===== src/rtl/bfp16_accumulator.sv =====
// Streaming BFP16 reduction: sums one product term per cycle into a single BFP16
// result. Truncating arithmetic, denormals flushed to zero, and sticky inf/NaN flags.
module bfp16_accumulator #(
  parameter int CNT_W = 16
) (
  input  logic             CLK,
  input  logic             RST,
  input  logic [15:0]      in_data,
  input  logic             in_valid,
  input  logic             in_last,
  output logic             in_ready,
  output logic [15:0]      out_data,
  output logic             out_valid,
  input  logic             out_ready,
  output logic [CNT_W-1:0] out_count
);

  typedef enum logic [1:0] {IDLE, ACC, HOLD} state_t;

  localparam logic [15:0] QNAN = 16'h7FC0;

  state_t           state_q, state_d;
  logic [15:0]      acc_q, acc_d;
  logic [CNT_W-1:0] cnt_q, cnt_d;
  logic             nan_q, nan_d;
  logic             inf_q, inf_d;
  logic [15:0]      odata_q, odata_d;
  logic [CNT_W-1:0] ocnt_q, ocnt_d;

  logic [15:0]      sum;
  logic [CNT_W-1:0] cnt_inc;
  logic             term_special;

  function automatic logic [2:0] clz8(input logic [7:0] v);
    logic [2:0] n;
    n = 3'd7;
    for (int i = 0; i <= 7; i++) begin
      if (v[i]) n = 3'(7 - i);
    end
    return n;
  endfunction

  function automatic logic [15:0] bf_add(input logic [15:0] a, input logic [15:0] b);
    logic              a_nan, b_nan, a_inf, b_inf, a_zero, b_zero;
    logic [15:0]       big, sml;
    logic [7:0]        d, m_b, m_s, m_al, m_n;
    logic [8:0]        s9;
    logic [2:0]        lz;
    logic signed [9:0] e_n;
    a_nan  = (a[14:7] == 8'hFF) && (a[6:0] != 7'd0);
    b_nan  = (b[14:7] == 8'hFF) && (b[6:0] != 7'd0);
    a_inf  = (a[14:7] == 8'hFF) && (a[6:0] == 7'd0);
    b_inf  = (b[14:7] == 8'hFF) && (b[6:0] == 7'd0);
    a_zero = (a[14:7] == 8'h00);
    b_zero = (b[14:7] == 8'h00);
    if (a_nan || b_nan) return QNAN;
    if (a_inf && b_inf) return (a[15] != b[15]) ? QNAN : a;
    if (a_inf) return a;
    if (b_inf) return b;
    // Both zero (denormals included) collapse to a canonical zero; -0 only from -0 + -0.
    if (a_zero && b_zero) return {a[15] & b[15], 15'd0};
    if (a_zero) return b;
    if (b_zero) return a;
    if (a[14:0] >= b[14:0]) begin
      big = a;
      sml = b;
    end else begin
      big = b;
      sml = a;
    end
    d    = big[14:7] - sml[14:7];
    m_b  = {1'b1, big[6:0]};
    m_s  = {1'b1, sml[6:0]};
    m_al = (d >= 8'd8) ? 8'd0 : (m_s >> d[2:0]);
    if (a[15] == b[15]) begin
      s9 = {1'b0, m_b} + {1'b0, m_al};
      if (s9[8]) begin
        if (big[14:7] == 8'hFE) return {big[15], 8'hFF, 7'd0};
        return {big[15], big[14:7] + 8'd1, s9[7:1]};
      end
      return {big[15], big[14:7], s9[6:0]};
    end
    m_n = m_b - m_al;
    if (m_n == 8'd0) return 16'h0000;
    lz  = clz8(m_n);
    e_n = $signed({2'b00, big[14:7]}) - $signed({7'd0, lz});
    if (e_n <= 10'sd0) return {big[15], 15'd0};
    m_n = m_n << lz;
    return {big[15], e_n[7:0], m_n[6:0]};
  endfunction

  assign term_special = (in_data[14:7] == 8'hFF);
  assign cnt_inc      = (&cnt_q) ? cnt_q : cnt_q + {{(CNT_W-1){1'b0}}, 1'b1};

  // Sticky flags short-circuit the adder: NaN absorbs everything, inf ignores finite terms.
  always_comb begin
    if (nan_q)                       sum = QNAN;
    else if (inf_q && !term_special) sum = acc_q;
    else                             sum = bf_add(acc_q, in_data);
  end

  always_comb begin
    state_d = state_q;
    acc_d   = acc_q;
    cnt_d   = cnt_q;
    nan_d   = nan_q;
    inf_d   = inf_q;
    odata_d = odata_q;
    ocnt_d  = ocnt_q;
    case (state_q)
      IDLE, ACC: begin
        if (in_valid) begin
          acc_d   = sum;
          cnt_d   = cnt_inc;
          nan_d   = (sum[14:7] == 8'hFF) && (sum[6:0] != 7'd0);
          inf_d   = (sum[14:7] == 8'hFF) && (sum[6:0] == 7'd0);
          state_d = ACC;
          if (in_last) begin
            state_d = HOLD;
            odata_d = sum;
            ocnt_d  = cnt_inc;
          end
        end
      end
      HOLD: begin
        if (out_ready) begin
          state_d = IDLE;
          acc_d   = 16'h0000;
          cnt_d   = '0;
          nan_d   = 1'b0;
          inf_d   = 1'b0;
          odata_d = 16'h0000;
          ocnt_d  = '0;
        end
      end
      default: state_d = IDLE;
    endcase
  end

  always_ff @(posedge CLK or posedge RST) begin
    if (RST) begin
      state_q <= IDLE;
      acc_q   <= 16'h0000;
      cnt_q   <= '0;
      nan_q   <= 1'b0;
      inf_q   <= 1'b0;
      odata_q <= 16'h0000;
      ocnt_q  <= '0;
    end else begin
      state_q <= state_d;
      acc_q   <= acc_d;
      cnt_q   <= cnt_d;
      nan_q   <= nan_d;
      inf_q   <= inf_d;
      odata_q <= odata_d;
      ocnt_q  <= ocnt_d;
    end
  end

  assign in_ready  = !RST && (state_q != HOLD);
  assign out_valid = (state_q == HOLD);
  assign out_data  = odata_q;
  assign out_count = ocnt_q;

endmodule


===== config.mk =====
export PLATFORM = sky130hd
export DESIGN_NAME = bfp16_accumulator
export DESIGN_NICKNAME = d
export VERILOG_FILES = /design/src/rtl/bfp16_accumulator.sv
export SDC_FILE = /design/constraint.sdc
export NUM_CORES = 1
export LEC_CHECK = 0
export ABC_AREA = 1
export BUFFER_PORTS_ARGS = -buffer_cell sky130_fd_sc_hd__buf_4
export CORE_UTILIZATION = 40
export CTS_BUF_LIST = sky130_fd_sc_hd__clkbuf_4 sky130_fd_sc_hd__clkbuf_8
export DETAILED_ROUTE_END_ITERATION = 6
export REMOVE_ABC_BUFFERS = 1
export SYNTH_ARGS = -nofsm -noshare
export SYNTH_HDL_FRONTEND = slang
export SYNTH_SLANG_ARGS = --single-unit

===== constraint.sdc =====
create_clock -name CLK -period 15.2 [get_ports CLK]
set_input_delay 0 -clock CLK [delete_from_list [all_inputs] [get_ports CLK]]
set_output_delay 0 -clock CLK [all_outputs]
set_load 0.03 [all_outputs]

# Yosys cells after proc, flatten, opt, wreduce, memory -nomap -nowiden
# Cells that the tools add are included.
# totals
output_inout_bits	34
wordCells	263
regBits	68
# op_classes
n_shift	2
magnitude_cmp	3
n_mux	203
n_addsub	6
reduce_logical	29
eq_ne	12
n_bitwise	1
# op_table
cell	count
16-bit 2-to-1 mux	63
15-bit 2-to-1 mux	10
16-bit case mux with 2 select lines	4
1-bit 2-to-1 mux	102
3-bit 2-to-1 mux	17
8-bit == test, second input constant	4
8-bit zero test	3
7-bit zero test	3
7-bit nonzero test	3
16-bit by 1-bit adder with 16-bit output, second input constant	1
16-bit AND reduction	1
8-bit subtractor	2
15-bit greater-or-equal comparator	1
1-bit logical AND	10
8-bit by 8-bit adder with 9-bit output	1
9-bit by 1-bit less-or-equal comparator with 1-bit output, second input constant	1
8-bit by 3-bit subtractor with 9-bit output	1
8-bit by 1-bit adder with 8-bit output, second input constant	1
8-bit by 4-bit greater-or-equal comparator with 1-bit output, second input constant	1
8-bit 2-to-1 mux	1
8-bit by 3-bit << shifter with 7-bit output	1
8-bit by 3-bit >> shifter with 8-bit output	1
2-bit 2-to-1 mux	3
2-bit != test, second input constant	3
other kinds (16)	18

# Logic depth before layout (Yosys ltp)
# logic_depth
depth_word	105
ltp_mapped	65
mapped_depth_nobuf	64

# Worst setup path before layout
# Ideal clock, no wire load.
# synth_timing
path_type	register to register
start	reg acc_q[6]
end	reg inf_q
synth_period_minus_slack_ns	6.752
n_path_buf	1
t_arrival_ns	6.635
path_slack_ns	8.448
path_stages_with_launch	58
path_cell_list	dfrtp_1 ha_1 nand2_1 inv_1 a21oi_1 nand2_1 nand2_2 nand3_2 nand2_1 nand3_1 ha_1 clkbuf_1 inv_1 nand2_1 nor2_1 o31ai_1 o211ai_1 ha_1 (+22 left out) nand2_1 nand2_1 nor2_1 nand2_1 inv_2 nand2_1 nor2_1 nand2_1 nand2_1 nand2_1 nand2_1 nand3_1 nand2_1 nand2_1 nand2_1 nor2_2 nand3_1 nand2_1
# synth_between
elab_chain_len	63
word_cells_on_any_way	164
classes_between	5 x add/sub; 3 x order compare; 2 x eq/ne; 2 x shift; 143 x mux; 9 x reduce/logical
# synth_lines
element	line	source
from (decl)	23	logic [15:0] acc_q, acc_d;
from (signal assigned)	143	acc_q <= 16'h0000;
from (signal assigned)	151	acc_q <= acc_d;
15-bit greater-or-equal comparator	64	if (a[14:0] >= b[14:0]) begin
16-bit 2-to-1 mux / 15-bit 2-to-1 mux (equally long branches) (2 in series)	64	
16-bit 2-to-1 mux / 15-bit 2-to-1 mux (equally long branches)	63	if (b_zero) return a;
16-bit 2-to-1 mux / 15-bit 2-to-1 mux (equally long branches)	62	if (a_zero) return b;
16-bit 2-to-1 mux / 15-bit 2-to-1 mux (equally long branches)	61	if (a_zero && b_zero) return {a[15] & b[15], 15'd0};
16-bit 2-to-1 mux / 15-bit 2-to-1 mux (equally long branches)	59	if (b_inf) return b;
16-bit 2-to-1 mux / 15-bit 2-to-1 mux (equally long branches)	58	if (a_inf) return a;
16-bit 2-to-1 mux / 15-bit 2-to-1 mux (equally long branches)	57	if (a_inf && b_inf) return (a[15] != b[15]) ? QNAN : a;
(+46 left out)	n/a	
16-bit 2-to-1 mux	58	
16-bit 2-to-1 mux	57	
16-bit 2-to-1 mux (*)	98	else if (inf_q && !term_special) sum = acc_q;
16-bit 2-to-1 mux (*)	97	if (nan_q) sum = QNAN;
8-bit == test / 7-bit zero test (equally long branches)	116	inf_d = (sum[14:7] == 8'hFF) && (sum[6:0] == 7'd0);
1-bit logical AND (*)	116	
1-bit 2-to-1 mux (*)	112	if (in_valid) begin
1-bit case mux with 2 select lines (*)	110	case (state_q)
to (signal assigned)	154	inf_q <= inf_d;
to (decl)	26	logic inf_q, inf_d;
# Every way passes the cells marked *; elsewhere a longest branch is shown, timed or not. The select of a mux whose other input is x is not followed.
# A chain may end at the register's enable or synchronous reset.

# Final worst setup path
# layout_timing
start	reg acc_q[7]
end	reg inf_q
# The elaborated chain is that of the path after synthesis.

==> results.sh <==
export IMPL_status="finished clean"
export IMPL_synth_ff_type="dfrtp_1"
export IMPL_critPathKind="reg -> reg"
export IMPL_routabilityCongestion=0.918
export IMPL_fill_cells=1803
export IMPL_num_rows=47
export IMPL_worst_path_max_fanout=32
export IMPL_synth_top_area_frac=0.246
export IMPL_cp_slowest_stage_delay_ns=0.53
export IMPL_ant_nets=0
export IMPL_powerDensity_mw_per_mm2=253
export IMPL_synth_top_area_cell="dfrtp_1"
export IMPL_synth_area_mm2=0.00691
export IMPL_clock_sinks=68
export IMPL_final_util=0.463
export IMPL_die_area_mm2=0.0178
export IMPL_ys_seq_elements=68
export IMPL_async_reset_ff_frac=1.00
export IMPL_setup_violations=0
export IMPL_clock_path_buffers=2
export IMPL_nets=1216
export IMPL_cp_arrival_ns=9.00
export IMPL_skew_ns=0.00962
export IMPL_synth_compound_area_frac=0.175
export IMPL_use_met2=0.411
export IMPL_hpwl_um=16200
export IMPL_synth_top_family_by_area="simple AND/OR/NAND/NOR gates"
export IMPL_peakVddDrop_mv=0.131
export IMPL_slowest_stage="nand3_2"
export IMPL_vias=7173
export IMPL_post_route_period_util=0.573
export IMPL_antenna_found_initial=0
export IMPL_wire_per_inst_um=15.0
export IMPL_r2r_start="acc_q[7]"
export IMPL_slew_headroom=0.331
export IMPL_grt_pass1_vias=6778
export IMPL_synthMuxAreaShare=0.00145
export IMPL_drc=0
export IMPL_seq_area_frac_synth=0.246
export IMPL_grt_setup_unrepaired="no"
export IMPL_num_antenna_cells=0
export IMPL_p_total_mw=1.95
export IMPL_synthXorXnorAreaFrac=0.0292
export IMPL_track_usage=0.237
export IMPL_ys_warn_count=0
export IMPL_clk_pin_slew_ns=0.08
export IMPL_fp_dieH_um=133
export IMPL_area_growth_syn_to_layout_pct=12.0
export IMPL_drt_initial_drc_count=503
export IMPL_synth_edf_count=0
export IMPL_viasPerCell=5.20
export IMPL_syn_avg_cell_area_um2=6.20
export IMPL_yosys_area_share_adder=0.0775
export IMPL_cts_buffers=9
export IMPL_netlist_instances=1114
export IMPL_start_util=0.414
export IMPL_use_met3=0.0209
export IMPL_overflow=0
export IMPL_critPathLaunchType="flip-flop"
export IMPL_num_io_pins=55
export IMPL_synthSimpleGateAreaFrac=0.362
export IMPL_maxSlewViolCount=0
export IMPL_htreeDepth=3
export IMPL_end_kind="flip-flop"
export IMPL_fin_tns_setup_ns=0
export IMPL_hold_violations=0
export IMPL_maxCapViolations=0
export IMPL_worst_endpoint_required_ns=15.49
export IMPL_cts_root_buf="clkbuf_8"
export IMPL_wl_um=20700
export IMPL_ys_types=46
export IMPL_synth_area_top_cells="dfrtp_1, nand2_1, o21ai_0"
export IMPL_worstMarginPinSlew_ns=1.00
export IMPL_max_freq_mhz=115
export IMPL_drive_gt1_frac=0.107
export IMPL_hp_class="in -> reg"
export IMPL_use_met1=0.309
export IMPL_firstDrtPassIters=5
export IMPL_cts_tree="built"
export IMPL_post_cts_buffers=0
export IMPL_grt_pass1_wl_um=34000
export IMPL_coreArea_mm2=0.0167
export IMPL_busiest_layer="met2"
export IMPL_crit_top_cell="nand2_1"
export IMPL_hp_start="in_valid"
export IMPL_power_leakage_nw=3.98
export IMPL_cp_startpoint="acc_q[7]"
export IMPL_clk_latency_ns=0.35
export IMPL_portBuffers=54
export IMPL_grt_max_degree=69
export IMPL_period_minus_slack_ns=8.71
export IMPL_die_x_um=133
==> cell usage in the layout, fill, tap and decap left out, drive strengths merged, types with 3 or more instances in the layout <==
cell           n
nand2        358
inv          157
o21ai        121
nand3         80
nor2          75
dfrtp         68
a21oi         60
buf           58
ha            38
nand4         24
xor2          18
o22ai         13
nor4          10
o211ai        10
clkbuf        10
nor3           9
o31ai          5
xnor2          5
nand3b         4
o21bai         4
a211oi         4
dlygate4sd3    4
or2            4
clkinv         4
fa             3
clkinvlp       3
==> worst paths after layout <==
path,end,slack [ns],depth (start not counted)
max reg2reg,inf_q,6.49,46
min in group asynchronous,out_count[15],0.48,4
max in group asynchronous,cnt_q[9],14.17,4
min reg2reg,nan_q,0.48,2
min,acc_q[6],0.07,5
max,inf_q,6.49,46
==> synthesized netlist by cell type (13+ instances only) <==
cell type	count
ha_1	38
o21ai_0	110
xor2_1	18
dfrtp_1	68
nand4_1	24
o22ai_1	13
a21oi_1	57
clkbuf_1	27
inv_1	143
nor2_1	67
nand2_1	348
nand3_1	74
inv_2	14
==> where the power goes <==
part           total, mW  internal, mW  switching (mW)
sequential         0.301         0.244          0.0566
clock              0.167        0.0964          0.0708
combinational       1.49         0.481            1.01
total               1.95         0.821            1.13
==> per-stage QoR <==
stage               instances  setup slack (ns)  hold slack [ns]  area (um2)
detailed placement       1359              6.64            0.234        7470
floorplan                1081              8.08            0.112        6760
global route             1379              5.65            0.114        7730
finish                   1379              6.49           0.0746        7730
global placement         1359              6.67            0.233        7470
CTS                      1379              6.59           0.0632        7730
==> critical path, delay by kind of cell (launching register included) <==
kind,cells,cell delay [ns]
simple gates,24,3.10
fa+ha+maj,6,2.01
compound gates,8,1.76
buf+inv,6,0.81
xor+xnor,2,0.53
flops,1,0.44
==> repair_timing <==
action | CTS | global route
hold buffers | 4 | 0
hold endpoints to repair | 71 | 0
gates resized for setup | 0 | 0
==> flip-flops by register name, summed over array words and instances, names as in the netlist <==
| register | cells |
|---|---|
| acc_q | 16 |
| out_data | 16 |
| out_count | 16 |
| state_q | 2 |
| cnt_q | 16 |
| inf_q | 1 |
| nan_q | 1 |
==> metal layers <==
metal | part of all wire | wire length [um]
met2 | 0.48 | 9930
met3 | 0.034 | 695
met5 | 0 | 0
met1 | 0.46 | 9520
met4 | 0.025 | 517
==> cell type report <==
type / instances / area, um2 / share of cell area
clock buffers: 10 / 138 / 0.0178
clock inverters: 6 / 87.6 / 0.0113
inverters: 160 / 601 / 0.0776
multi-input cells: 853 / 4460 / 0.576
flip-flops and latches: 68 / 1700 / 0.220
well taps: 220 / 275 / 0.0356
repair buffers: 62 / 475 / 0.0615
==> kinds of logic (layout without fill, tap and decap cells) <==
logic type | count (synthesis) | in the layout
DFF | 68 | 68
muxes | 1 | 1
adders and majority gates | 41 | 41
xor gates and xnor gates | 23 | 23
and+or+nand+nor | 567 | 567
AOI/OAI and AO/OA | 221 | 221
buffers and inverters | 193 | 238
(Power assumes the default switching activity.)
